===== src/rtl/piso_shift_tx.sv =====
`default_nettype none
// ---------------------------------------------------------------------------
// piso_shift_tx : parallel-in serial-out transmitter with ready/busy/done handshake
// Revision 1.0
// ---------------------------------------------------------------------------
module piso_shift_tx #(
  parameter int WIDTH      = 8,
  parameter bit MSB_FIRST  = 1'b1,
  parameter bit IDLE_LEVEL = 1'b1
) (
  input  logic             clk,
  input  logic             clr,
  input  logic [WIDTH-1:0] d_in,
  input  logic             load,
  output logic             ready,
  output logic             busy,
  output logic             done,
  output logic             q_out,
  output logic             q_bar
);

  localparam int                 c_cnt_w   = $clog2(WIDTH);
  localparam logic [c_cnt_w-1:0] c_cnt_last = c_cnt_w'(WIDTH - 1);
  localparam logic [c_cnt_w-1:0] c_cnt_one  = c_cnt_w'(1);

  typedef enum logic [1:0] {
    S_IDLE  = 2'd0,
    S_SHIFT = 2'd1,
    S_DONE  = 2'd2
  } state_t;

  state_t             r_state;
  logic [WIDTH-1:0]   r_shift;
  logic [c_cnt_w-1:0] r_cnt;
  logic               r_q;
  logic               r_ready;
  logic               r_busy;
  logic               r_done;

  logic               w_first_bit;
  logic               w_next_bit;
  logic [WIDTH-1:0]   w_shift_nxt;

  // The register rotates rather than shifts so the outgoing bit position
  // always holds the bit currently on q_out.
  generate
    if (MSB_FIRST) begin : g_msb_first
      assign w_first_bit = d_in[WIDTH-1];
      assign w_next_bit  = r_shift[WIDTH-2];
      assign w_shift_nxt = {r_shift[WIDTH-2:0], r_shift[WIDTH-1]};
    end else begin : g_lsb_first
      assign w_first_bit = d_in[0];
      assign w_next_bit  = r_shift[1];
      assign w_shift_nxt = {r_shift[0], r_shift[WIDTH-1:1]};
    end
  endgenerate

  always_ff @(posedge clk or posedge clr) begin
    if (clr) begin
      r_state <= S_IDLE;
      r_shift <= '0;
      r_cnt   <= '0;
      r_q     <= IDLE_LEVEL;
      r_ready <= 1'b1;
      r_busy  <= 1'b0;
      r_done  <= 1'b0;
    end else begin
      case (r_state)
        S_IDLE: begin
          if (load) begin
            r_state <= S_SHIFT;
            r_shift <= d_in;
            r_cnt   <= '0;
            r_q     <= w_first_bit;
            r_ready <= 1'b0;
            r_busy  <= 1'b1;
          end
        end
        S_SHIFT: begin
          if (r_cnt == c_cnt_last) begin
            r_state <= S_DONE;
            r_q     <= IDLE_LEVEL;
            r_busy  <= 1'b0;
            r_done  <= 1'b1;
          end else begin
            r_shift <= w_shift_nxt;
            r_cnt   <= r_cnt + c_cnt_one;
            r_q     <= w_next_bit;
          end
        end
        S_DONE: begin
          r_state <= S_IDLE;
          r_done  <= 1'b0;
          r_ready <= 1'b1;
        end
        default: begin
          r_state <= S_IDLE;
          r_q     <= IDLE_LEVEL;
          r_ready <= 1'b1;
          r_busy  <= 1'b0;
          r_done  <= 1'b0;
        end
      endcase
    end
  end

  assign ready = r_ready;
  assign busy  = r_busy;
  assign done  = r_done;
  assign q_out = r_q;
  assign q_bar = ~r_q;

endmodule
`default_nettype wire


===== config.mk =====
export PLATFORM = sky130hd
export DESIGN_NAME = piso_shift_tx
export DESIGN_NICKNAME = d
export VERILOG_FILES = /design/src/rtl/piso_shift_tx.sv
export SDC_FILE = /design/constraint.sdc
export NUM_CORES = 1
export LEC_CHECK = 0
export CORE_MARGIN = 2
export CORE_UTILIZATION = 47
export CTS_CLUSTER_DIAMETER = 150
export CTS_CLUSTER_SIZE = 10
export DETAILED_ROUTE_END_ITERATION = 10
export HOLD_SLACK_MARGIN = 0.1
export PLACE_DENSITY_LB_ADDON = 0.25
export SLEW_MARGIN = 30
export SYNTH_ARGS = -nofsm -noshare
export SYNTH_HDL_FRONTEND = slang
export SYNTH_SLANG_ARGS = --single-unit

===== constraint.sdc =====
create_clock -name clk -period 2.9 [get_ports clk]
set_clock_uncertainty 0.2 [all_clocks]
set_input_delay 0.58 -clock clk [delete_from_list [all_inputs] [get_ports clk]]
set_output_delay 0.58 -clock clk [all_outputs]
set_load 0.1 [all_outputs]

==> results summary <==
The run finished with clean final reports. The wire length of the first global-routing pass came out at roughly 2.0 mm. The count of pins over their slew limit came out at 0. The longest individual stage delay on the worst path came out at approximately 0.45 ns. The via count of the routed design is between 400 and 500. The number of detailed-routing iterations run before antenna repair is 1. The element type at the critical path start is a register. The final wirelength came out at roughly 1.2 mm. The die covers 2050 sq um.

The cell count after synthesis came out at 62. For the final routed database, the setup TNS stands at 0 ns. The detail route stage leaves a number of antenna-violating nets equal to 0.

The max-cap check violation count is 0. The x dimension of the die came out at around 45 um. In this run, CTS created clock tree buffers numbering 3. The hold-critical path depth is 2. The number of antenna diodes is 0. The required time reported for the critical path endpoint came out at 2.88 ns. Summed over all instances, the cell type with the most area after synthesis is dfrtp_1. The via count of the first global-routing pass is roughly 460.

The launch point of the worst reg-to-reg path is r_state[0]. After global routing the overflow that remains totals 0. After synthesis, the cell types taking the most area are dfrtp_1 (47%), mux2_2 (15%), mux2_1 (8.5%). By startpoint and endpoint, the worst setup path is classified as reg2reg.

The number of nets in the finished design is 95. The tightest slew margin relative to the limit is approximately 57%. The global-route usage over all layers is 13.7%.

The path type of the worst min-delay path is reg2reg. Among cell families on the critical path, the largest total delay comes from multiplexers. The maximum net fanout on the critical path came out at 7. In this run the clock root is driven by a clkbuf_4. The deepest level of the CTS H-tree is 1. Setup repair after global routing left no endpoint under its margin. The setup slack of the worst register-to-register path is ~0.88 ns.

The mean area per synthesized cell came out at roughly 13 sq um. The total number of placement rows came out at 14. The worst register-to-register path ends at r_shift[1].

The startpoint identified for the worst hold timing path is busy. The weighted congestion reported at the end of routability-driven placement is 0.701. The CTS sink count is 17.

The effective utilization at floorplan is 51.3%. The number of DRC markers after the initial detailed-route iteration came out at 0. The number of antenna violations at the first check in global routing was 0. The top cell type's share of synthesized area is ~47%. The transition time at the pin with the least slew margin came out at 0.649 ns. The CTS clock-pin slew for the worst setup and hold paths came out at approximately 0.10 ns. The core region area is between 1500 and 2000 sq um. In this run the cell area of the synthesized design comes to between 700 and 800 sq um. The number of cells upsized or downsized after cts came out at 0. The buffer count from post-CTS setup fixing is 0.

Entering global routing, the biggest net connects 18 pins. At the later pin of the worst-skew pair, clock insertion delay measures about 0.28 ns. The number of distinct library cells after synthesis came out at 17. Subtracting the final worst setup slack from the clock period gives 2.02 ns. The fmax came out at approximately 500 MHz. The average routed wire per standard cell is ~12 um. The number of filler instances in the final layout came out at roughly 130. Hold repair after CTS inserted 0 buffers. Yosys printed 0 warnings. The height of the chip is around 45 um. The number of hold-slack violations in the final timing report came out at 0. The clock tree from TritonCTS is yes. The hold-critical path endpoint is busy.

The share of the clock period used by the worst path is between 60% and 70%. The worst register-to-register path has a depth of 4. The synthesized flop and latch total came out at 17. Setup violations remaining at the end of the flow were counted as 0. The signal on the critical path passes through nor2b_1 -> buf_4 -> mux2_1 -> mux2_2. The worst setup path is captured at a register. On the critical path, the stage with the largest delay is an instance of dfrtp_1. From synthesis to final layout, the design area changed by 23.2%.

The number of buffers and inverters on the critical path is 1. The share of synthesized area occupied by flip-flops and latches is approximately 54%. Cells with a size suffix above 1 make up between 20% and 30% of the layout. The clock passes through at most 2 buffers.

The net count after synthesis is 75. In the routed layout, each cell is associated on average with a via count of roughly 5. The residual DRC count came out at 0.

The arrival time of data at the critical path endpoint is 2.00 ns. For this design the top-level I/O count stands at 16. The number of buffer cells added on primary ports is 15.
[worst reg2reg max path: stages (launching register included)]
cell and delay (ns):
dfrtp_1 0.45, nor2b_1 0.45, buf_4 0.25, mux2_1 0.32, mux2_2 0.26
[flip-flops by register name, indices dropped and copies added (netlist names)]
name / flops
q_out: 1
r_shift: 8
ready: 1
r_state: 2
done: 1
busy: 1
r_cnt: 3
[metrics by stage]
stage	hold slack [ns]	cell area, sq um	setup slack [ns]	utilization [%]	cells
after global routing	0.329	985	0.746	63.2	97
after global placement	0.266	957	0.738	61.4	93
after floorplan	0.275	800	0.741	-	62
after CTS	0.294	985	0.856	63.2	97
after detailed placement	0.271	957	0.734	61.4	93
final	0.286	985	0.877	63.2	97
[final cells by class]
type / count / area (sq um) / share of cell area [%]
inverters: 4 / 15.0 / 1.52
flip-flops and latches: 17 / 428 / 43.5
multi-input cells: 39 / 342 / 34.7
clock inverters: 1 / 5.00 / 0.508
clock buffers: 3 / 22.5 / 2.29
repair buffers: 17 / 153 / 15.5
well taps: 16 / 20.0 / 2.03
[cells in the final DEF, fill, tap and decap left out, types with 3 or more instances in the layout]
cell type,instances
inv_1,4
nor2b_1,3
mux2i_1,4
buf_4,7
mux2_2,11
mux2_1,6
clkbuf_4,3
nand2_1,3
dfrtp_1,15
clkdlybuf4s50_1,10
[synth_stat cells, drive strengths merged]
master,instances
nor2,1
a21o,1
nand2b,2
ha,2
inv,4
mux2i,4
buf,2
nand2,3
a21oi,2
nor3,1
dfrtp,15
and2,1
nor2b,3
o21ai,2
dfstp,2
mux2,17
[worst max path at each step]
stage / to / slack (ns) / cells after the start / from
after floorplan: q_bar / 0.74 / 1 / q_out
after global placement: r_shift[3] / 0.74 / 5 / load
after detailed placement: r_shift[7] / 0.73 / 5 / load
after CTS: r_shift[1] / 0.86 / 4 / r_state[0]
after global routing: r_shift[1] / 0.75 / 4 / r_state[0]
final: r_shift[1] / 0.88 / 4 / r_state[0]
[cells by family (layout without fill, tap and decap cells)]
| kind of cell | Yosys count | count (layout) | synth area share (%) |
|---|---|---|---|
| AOI/OAI and AO/OA | 5 | 5 | 3.44 |
| adders and majority gates | 2 | 2 | 3.13 |
| buffers and inverters | 6 | 25 | 3.75 |
| DFF | 17 | 17 | 53.5 |
| muxes | 21 | 21 | 29.0 |
| and+or+nand+nor | 11 | 11 | 7.20 |
[routing by layer]
layer	wire length [um]	part of all wire, %	track usage (%)
met1	608	52	18.7
met2	507	44	20.9
met3	48	4.1	3.60
met4	0	0	5.29
met5	0	0	0
Power is not shown: default switching activity piles up to over one toggle a cycle in this logic, so the estimate is an artifact.
